$ cat src/rtl/kfps2kb_pkg.sv
// rtl/kfps2kb_pkg.sv - shared types and helpers for the PS/2 keyboard host blocks
package kfps2kb_pkg;

  typedef enum logic [2:0] {
    IDLE,
    INHIBIT,
    REQUEST,
    SHIFT,
    ACK,
    RELEASE
  } state_e;

  localparam int FRAME_BITS = 10;
  localparam int CNT_W      = 24;

  function automatic logic odd_parity(input logic [7:0] data);
    return ~^data;
  endfunction

endpackage

$ cat src/rtl/kfps2kb_host_tx_if.sv
// rtl/kfps2kb_host_tx_if.sv - command handshake and status bundle of the PS/2 host transmitter
interface kfps2kb_host_tx_if;
  logic       tx_valid;
  logic [7:0] tx_data;
  logic       tx_ready;
  logic       busy;
  logic       tx_done;
  logic       tx_error;

  modport master (
    output tx_valid, tx_data,
    input  tx_ready, busy, tx_done, tx_error
  );

  modport slave (
    input  tx_valid, tx_data,
    output tx_ready, busy, tx_done, tx_error
  );
endinterface

$ cat src/rtl/kfps2kb_line_sync.sv
// rtl/kfps2kb_line_sync.sv - 2-FF synchronizer and falling-edge detector for one PS/2 line
module kfps2kb_line_sync (
  input  logic clock,
  input  logic reset,
  input  logic line_in,
  output logic sync,
  output logic fe
);
  logic [1:0] sync_q, sync_d;
  logic       prev_q, prev_d;

  always_comb begin
    sync_d = {sync_q[0], line_in};
    prev_d = sync_q[1];
  end

  // Lines idle high (pulled up), so reset to 1 to avoid a false edge after reset.
  always_ff @(posedge clock) begin
    if (reset) begin
      sync_q <= 2'b11;
      prev_q <= 1'b1;
    end else begin
      sync_q <= sync_d;
      prev_q <= prev_d;
    end
  end

  assign sync = sync_q[1];
  assign fe   = prev_q & ~sync_q[1];
endmodule

$ cat src/rtl/kfps2kb_host_tx.sv
// rtl/kfps2kb_host_tx.sv - PS/2 host-to-device command transmitter with ACK check and timeouts
module kfps2kb_host_tx
  import kfps2kb_pkg::*;
#(
  parameter logic [CNT_W-1:0] inhibit_time = 24'd5000,
  parameter logic [CNT_W-1:0] request_time = 24'd750000,
  parameter logic [CNT_W-1:0] over_time    = 24'd100000
) (
  input  logic             clock,
  input  logic             reset,
  input  logic             device_clock,
  input  logic             device_data,
  output logic             clock_drive_low,
  output logic             data_drive_low,
  kfps2kb_host_tx_if.slave tx
);
  state_e                state_q, state_d;
  logic [CNT_W-1:0]      cnt_q, cnt_d, cnt_sat;
  logic [CNT_W:0]        cnt_next;
  logic [3:0]            bit_cnt_q, bit_cnt_d;
  logic [FRAME_BITS-1:0] frame_q, frame_d;
  logic nack_q, nack_d, clk_low_q, clk_low_d, dat_low_q, dat_low_d;
  logic ready_q, ready_d, busy_q, busy_d, done_q, done_d, error_q, error_d;
  logic timeout, clk_sync, clk_fe, dat_sync, dat_fe_unused;

  kfps2kb_line_sync u_clk_sync (
    .clock(clock), .reset(reset), .line_in(device_clock), .sync(clk_sync), .fe(clk_fe)
  );
  kfps2kb_line_sync u_dat_sync (
    .clock(clock), .reset(reset), .line_in(device_data), .sync(dat_sync), .fe(dat_fe_unused)
  );

  // cnt_next is the value the counter will hold next cycle, widened so limits compare cleanly.
  assign cnt_sat  = (&cnt_q) ? cnt_q : cnt_q + CNT_W'(1);
  assign cnt_next = {1'b0, cnt_q} + (CNT_W+1)'(1);

  always_comb begin
    state_d   = state_q;
    cnt_d     = cnt_sat;
    bit_cnt_d = bit_cnt_q;
    frame_d   = frame_q;
    nack_d    = nack_q;
    clk_low_d = 1'b0;
    dat_low_d = dat_low_q;
    done_d    = 1'b0;
    error_d   = 1'b0;
    timeout   = 1'b0;
    case (state_q)
      IDLE: begin
        cnt_d     = '0;
        dat_low_d = 1'b0;
        if (tx.tx_valid && ready_q) begin
          frame_d   = {1'b1, odd_parity(tx.tx_data), tx.tx_data};
          state_d   = INHIBIT;
          clk_low_d = 1'b1;
          dat_low_d = (inhibit_time <= CNT_W'(1));
        end
      end
      INHIBIT: begin
        if (cnt_next >= {1'b0, inhibit_time}) begin
          state_d   = REQUEST;
          cnt_d     = '0;
          dat_low_d = 1'b1;
        end else begin
          clk_low_d = 1'b1;
          dat_low_d = (cnt_next + (CNT_W+1)'(1) >= {1'b0, inhibit_time});
        end
      end
      REQUEST: begin
        dat_low_d = 1'b1;
        if (clk_fe) begin
          state_d   = SHIFT;
          cnt_d     = '0;
          dat_low_d = ~frame_q[0];
          bit_cnt_d = 4'd1;
        end else if (cnt_next >= {1'b0, request_time}) begin
          timeout = 1'b1;
        end
      end
      SHIFT: begin
        if (clk_fe) begin
          cnt_d     = '0;
          dat_low_d = ~frame_q[bit_cnt_q];
          bit_cnt_d = bit_cnt_q + 4'd1;
          if (bit_cnt_q == 4'(FRAME_BITS - 1)) state_d = ACK;
        end else if (cnt_next >= {1'b0, over_time}) begin
          timeout = 1'b1;
        end
      end
      ACK: begin
        dat_low_d = 1'b0;
        if (clk_fe) begin
          nack_d  = dat_sync;
          state_d = RELEASE;
          cnt_d   = '0;
        end else if (cnt_next >= {1'b0, over_time}) begin
          timeout = 1'b1;
        end
      end
      RELEASE: begin
        dat_low_d = 1'b0;
        if (clk_sync && dat_sync) begin
          done_d  = 1'b1;
          error_d = nack_q;
          state_d = IDLE;
          cnt_d   = '0;
        end else if (cnt_next >= {1'b0, over_time}) begin
          timeout = 1'b1;
        end
      end
      default: state_d = IDLE;
    endcase
    if (timeout) begin
      state_d   = IDLE;
      cnt_d     = '0;
      clk_low_d = 1'b0;
      dat_low_d = 1'b0;
      done_d    = 1'b1;
      error_d   = 1'b1;
    end
    // The done cycle still counts as busy so a new request lands one cycle later.
    ready_d = (state_d == IDLE) && !done_d;
    busy_d  = !ready_d;
  end

  always_ff @(posedge clock) begin
    if (reset) begin
      state_q   <= IDLE;
      cnt_q     <= '0;
      bit_cnt_q <= '0;
      frame_q   <= '0;
      nack_q    <= 1'b0;
      clk_low_q <= 1'b0;
      dat_low_q <= 1'b0;
      ready_q   <= 1'b1;
      busy_q    <= 1'b0;
      done_q    <= 1'b0;
      error_q   <= 1'b0;
    end else begin
      state_q   <= state_d;
      cnt_q     <= cnt_d;
      bit_cnt_q <= bit_cnt_d;
      frame_q   <= frame_d;
      nack_q    <= nack_d;
      clk_low_q <= clk_low_d;
      dat_low_q <= dat_low_d;
      ready_q   <= ready_d;
      busy_q    <= busy_d;
      done_q    <= done_d;
      error_q   <= error_d;
    end
  end

  assign clock_drive_low = clk_low_q;
  assign data_drive_low  = dat_low_q;
  assign tx.tx_ready     = ready_q;
  assign tx.busy         = busy_q;
  assign tx.tx_done      = done_q;
  assign tx.tx_error     = error_q;
endmodule

$ cat src/flat_wrapper.sv
// flat-port wrapper written by rule: the top's interface ports become plain ports
module kfps2kb_host_tx_flat import kfps2kb_pkg::*;
#(
  parameter logic [CNT_W-1:0] inhibit_time = 24'd5000,
  parameter logic [CNT_W-1:0] request_time = 24'd750000,
  parameter logic [CNT_W-1:0] over_time    = 24'd100000
)
  (clock, reset, device_clock, device_data, clock_drive_low, data_drive_low, tx_tx_valid, tx_tx_data, tx_tx_ready, tx_busy, tx_tx_done, tx_tx_error);
  kfps2kb_host_tx_if tx_i ();
  input  logic clock;
  input  logic reset;
  input  logic device_clock;
  input  logic device_data;
  output logic clock_drive_low;
  output logic data_drive_low;
  input wire logic [$bits(tx_i.tx_valid)-1:0] tx_tx_valid;
  input wire logic [$bits(tx_i.tx_data)-1:0] tx_tx_data;
  output wire logic [$bits(tx_i.tx_ready)-1:0] tx_tx_ready;
  output wire logic [$bits(tx_i.busy)-1:0] tx_busy;
  output wire logic [$bits(tx_i.tx_done)-1:0] tx_tx_done;
  output wire logic [$bits(tx_i.tx_error)-1:0] tx_tx_error;
  assign tx_i.tx_valid = tx_tx_valid;
  assign tx_i.tx_data = tx_tx_data;
  assign tx_tx_ready = tx_i.tx_ready;
  assign tx_busy = tx_i.busy;
  assign tx_tx_done = tx_i.tx_done;
  assign tx_tx_error = tx_i.tx_error;
  kfps2kb_host_tx #(.inhibit_time(inhibit_time), .request_time(request_time), .over_time(over_time)) u_core (.clock(clock), .reset(reset), .device_clock(device_clock), .device_data(device_data), .clock_drive_low(clock_drive_low), .data_drive_low(data_drive_low), .tx(tx_i));
endmodule
$ cat config.mk
export PLATFORM = sky130hd
export DESIGN_NAME = kfps2kb_host_tx_flat
export DESIGN_NICKNAME = d
export VERILOG_FILES = /design/src/rtl/kfps2kb_pkg.sv /design/src/rtl/kfps2kb_host_tx_if.sv /design/src/rtl/kfps2kb_line_sync.sv /design/src/rtl/kfps2kb_host_tx.sv /design/src/flat_wrapper.sv
export SDC_FILE = /design/constraint.sdc
export NUM_CORES = 1
export LEC_CHECK = 0
export BUFFER_PORTS_ARGS = -buffer_cell sky130_fd_sc_hd__buf_2
export CAP_MARGIN = 20
export CORE_UTILIZATION = 40
export CTS_CLUSTER_DIAMETER = 50
export DETAILED_ROUTE_END_ITERATION = 8
export GPL_TIMING_DRIVEN = 0
export SETUP_SLACK_MARGIN = 0.4
export SYNTH_ARGS = -nofsm -noshare
export SYNTH_HDL_FRONTEND = slang
export SYNTH_HIERARCHICAL = 1
export SYNTH_SLANG_ARGS = --single-unit
$ cat constraint.sdc
create_clock -name clock -period 2.4 [get_ports clock]
set_input_delay 0.12 -clock clock [delete_from_list [all_inputs] [get_ports clock]]
set_output_delay 0.12 -clock clock [all_outputs]
set_load 0.01 [all_outputs]
==> metrics.md <==
| Metric | Value |
|---|---|
| Port buffer count | `18` |
| Mean area per synthesized cell | `7.97 µm²` |
| Critical path type | `reg -> reg` |
| Detailed Route WL | `12.1 mm` |
| Core area | `8720 µm²` |
| Global route overflow | `0` |
| Io pins | `19` |
| Final period utilization | `1.12` |
| Footprint of the multi-input gates | `2970 µm²` |
| CTS tree | `yes` |
| Tightest Pin Transition | `0.867 ns` |
| Initial core utilization | `0.415` |
| Pre-CTS worst setup slack | `-0.656 ns` |
| Tot GR Track Use | `0.252` |
| Total number of vias | `3908` |
| CP Launch Type | `flop` |
| # H-tree levels | `2` |
| DR iter-0 viols | `252` |
| # diodes | `0` |
| RSZ-0062 raised after global routing | `true` |
| Placer congestion estimate | `0.899` |
| Die width | `97.1 µm` |
| Residual DRC | `0` |
| Die Area | `9430 µm²` |
| Layout cell share with drive strength beyond 1 | `0.411` |
| Antenna violations before repair | `0` |
| Fill cell count | `746` |
| Pleak | `2.01 nW` |
| First-pass DRT Iterations | `5` |
| Design area | `5420 µm²` |
| Status | `finished, violations left` |
| Clock buffer depth | `2` |
| Most frequent cells in the layout | `58 x buf_4, 44 x dfxtp_1, 38 x nand2_1` |
| Vias in the first global route | `3742` |
| Post-synthesis cell count | `454` |
| Util after Layout | `0.621` |
| # setup viols final | `31` |
| Num rows | `34` |
| Violated checks | `setup timing` |
| Post-route ant nets | `0` |
| Fmax | `371 MHz` |
| Final Skew | `0.00652 ns` |
| Routed len/inst | `18.3 µm` |
| Area Growth Syn to Fin | `49.8%` |
| Nets@finish | `566` |
| PwrDens | `339 nW/µm²` |
| Hpwl dp | `7.50 mm` |
| CP Data Arrival Time | `2.93 ns` |
| Root buffer cell | `clkbuf_8` |
| Largest net degree at the start of global routing | `17` |
| Mapped Area | `3620 µm²` |
| # clock sinks | `53` |
| Worst setup EP type | `flop` |
| Commonest non-fill, non-tap cell in the layout | `buf_4` |
| Max VDD drop | `220 µV` |
| Hold Path Depth | `2` |
| WHS | `0.0350 ns` |
| First-pass GRT wire length | `19.0 mm` |
| Final worst-path setup slack | `-0.296 ns` |
| Final Hold Viols | `0` |
| Die H | `97.1 µm` |
| Worst Hold Class | `in -> reg` |
| Clock slew at reported path FFs | `0.10 ns` |
| Max cap viols | `0` |
| Register Area | `1080 µm²` |
| Max transition margin | `0.422` |
| Clk_lat worst skew | `0.31 ns` |
| Dpl cell area | `4090 µm²` |
| R2R cell count | `11` |
| Final min period | `2.70 ns` |
| Synthesized net count | `471` |
| Final Max Slew Viols | `0` |
| CTS buffer count | `5` |
| Crit-path max FO | `5` |
| Drt via density | `5.94` |
| Synth warn | `6` |
| Worst Path Required | `2.63 ns` |
-- registers in the layout, summed over array words and instances (netlist names) --
name                      flops
u_core/bit_cnt_q              4
u_core/clock_drive_low        1
u_core/cnt_q                 24
u_core/data_drive_low         1
u_core/frame_q               10
u_core/nack_q                 1
u_core/state_q                3
u_core/tx.busy                1
u_core/tx.tx_done             1
u_core/tx.tx_error            1
u_core/tx.tx_ready            1
u_core/u_clk_sync/prev_q      1
u_core/u_clk_sync/sync_q      2
u_core/u_dat_sync/sync_q      2
-- through the flow --
stage | instances | total power, W | TNS, ns
global route | 658 | 0.00192 | -10.10
finish | 658 | 0.00184 | -7.58
global placement | 580 | 0.00112 | -17.80
detailed placement | 580 | 0.00113 | -17.29
CTS | 638 | 0.00184 | -4.97
floorplan | 454 | 0.00107 | -0.919
-- metal layers --
layer / share of wire / routed length [µm] / vias up / track usage
met4: 0.027 / 321 / 0 / 0.0896
met1: 0.44 / 5290 / 1897 / 0.335
met2: 0.48 / 5790 / 125 / 0.413
li1: - / - / 1859 / -
met5: 0 / 0 / - / 0
met3: 0.054 / 648 / 27 / 0.0381
-- worst max-delay path, cell delays in order, from the launching register on --
cell	delay (ns)
dfxtp_4	0.39
ha_4	0.21
nand2_8	0.08
or4_4	0.58
xnor2_2	0.16
o21ai_2	0.23
o2111ai_4	0.16
nor4_4	0.26
nor2_4	0.10
buf_4	0.16
buf_12	0.13
a211oi_2	0.15
-- area by class of cell --
| cell class | instances | share of cell area |
|---|---|---|
| Multi-Input combinational cell | 357 | 0.548 |
| Tap cell | 108 | 0.0249 |
| Clock inverter | 2 | 0.00716 |
| Buffer | 34 | 0.0575 |
| Clock buffer | 6 | 0.0134 |
| Sequential cell | 53 | 0.200 |
| Timing Repair Buffer | 88 | 0.141 |
| Inverter | 10 | 0.00831 |
-- power breakdown --
| group | total (W) | internal (W) | switching [W] |
|---|---|---|---|
| sequential | 0.000916 | 0.000901 | 0.0000159 |
| clock | 0.000632 | 0.000314 | 0.000318 |
| combinational | 0.000289 | 0.000142 | 0.000147 |
-- worst paths after layout --
path | end | slack, ns | start
worst max register to register | u_core/cnt_q[10] | -0.30 | u_core/cnt_q[1]
worst min-delay path | u_core/u_clk_sync/sync_q[1] | 0.03 | reset
worst max-delay path | u_core/cnt_q[10] | -0.30 | u_core/cnt_q[1]
worst min register to register | u_core/u_clk_sync/sync_q[1] | 0.42 | u_core/u_clk_sync/sync_q[0]
-- what timing repair did --
item | in CTS | in global routing
cloned | 5 | 0
buffers inserted | 43 | 20
endpoints found under the hold margin | 2 | 0
gates resized for setup | 78 | 43
setup endpoints to repair | 31 | 31
hold buffers | 2 | 0
pin swaps | 33 | 10
Power figures use the tool's default switching activity.
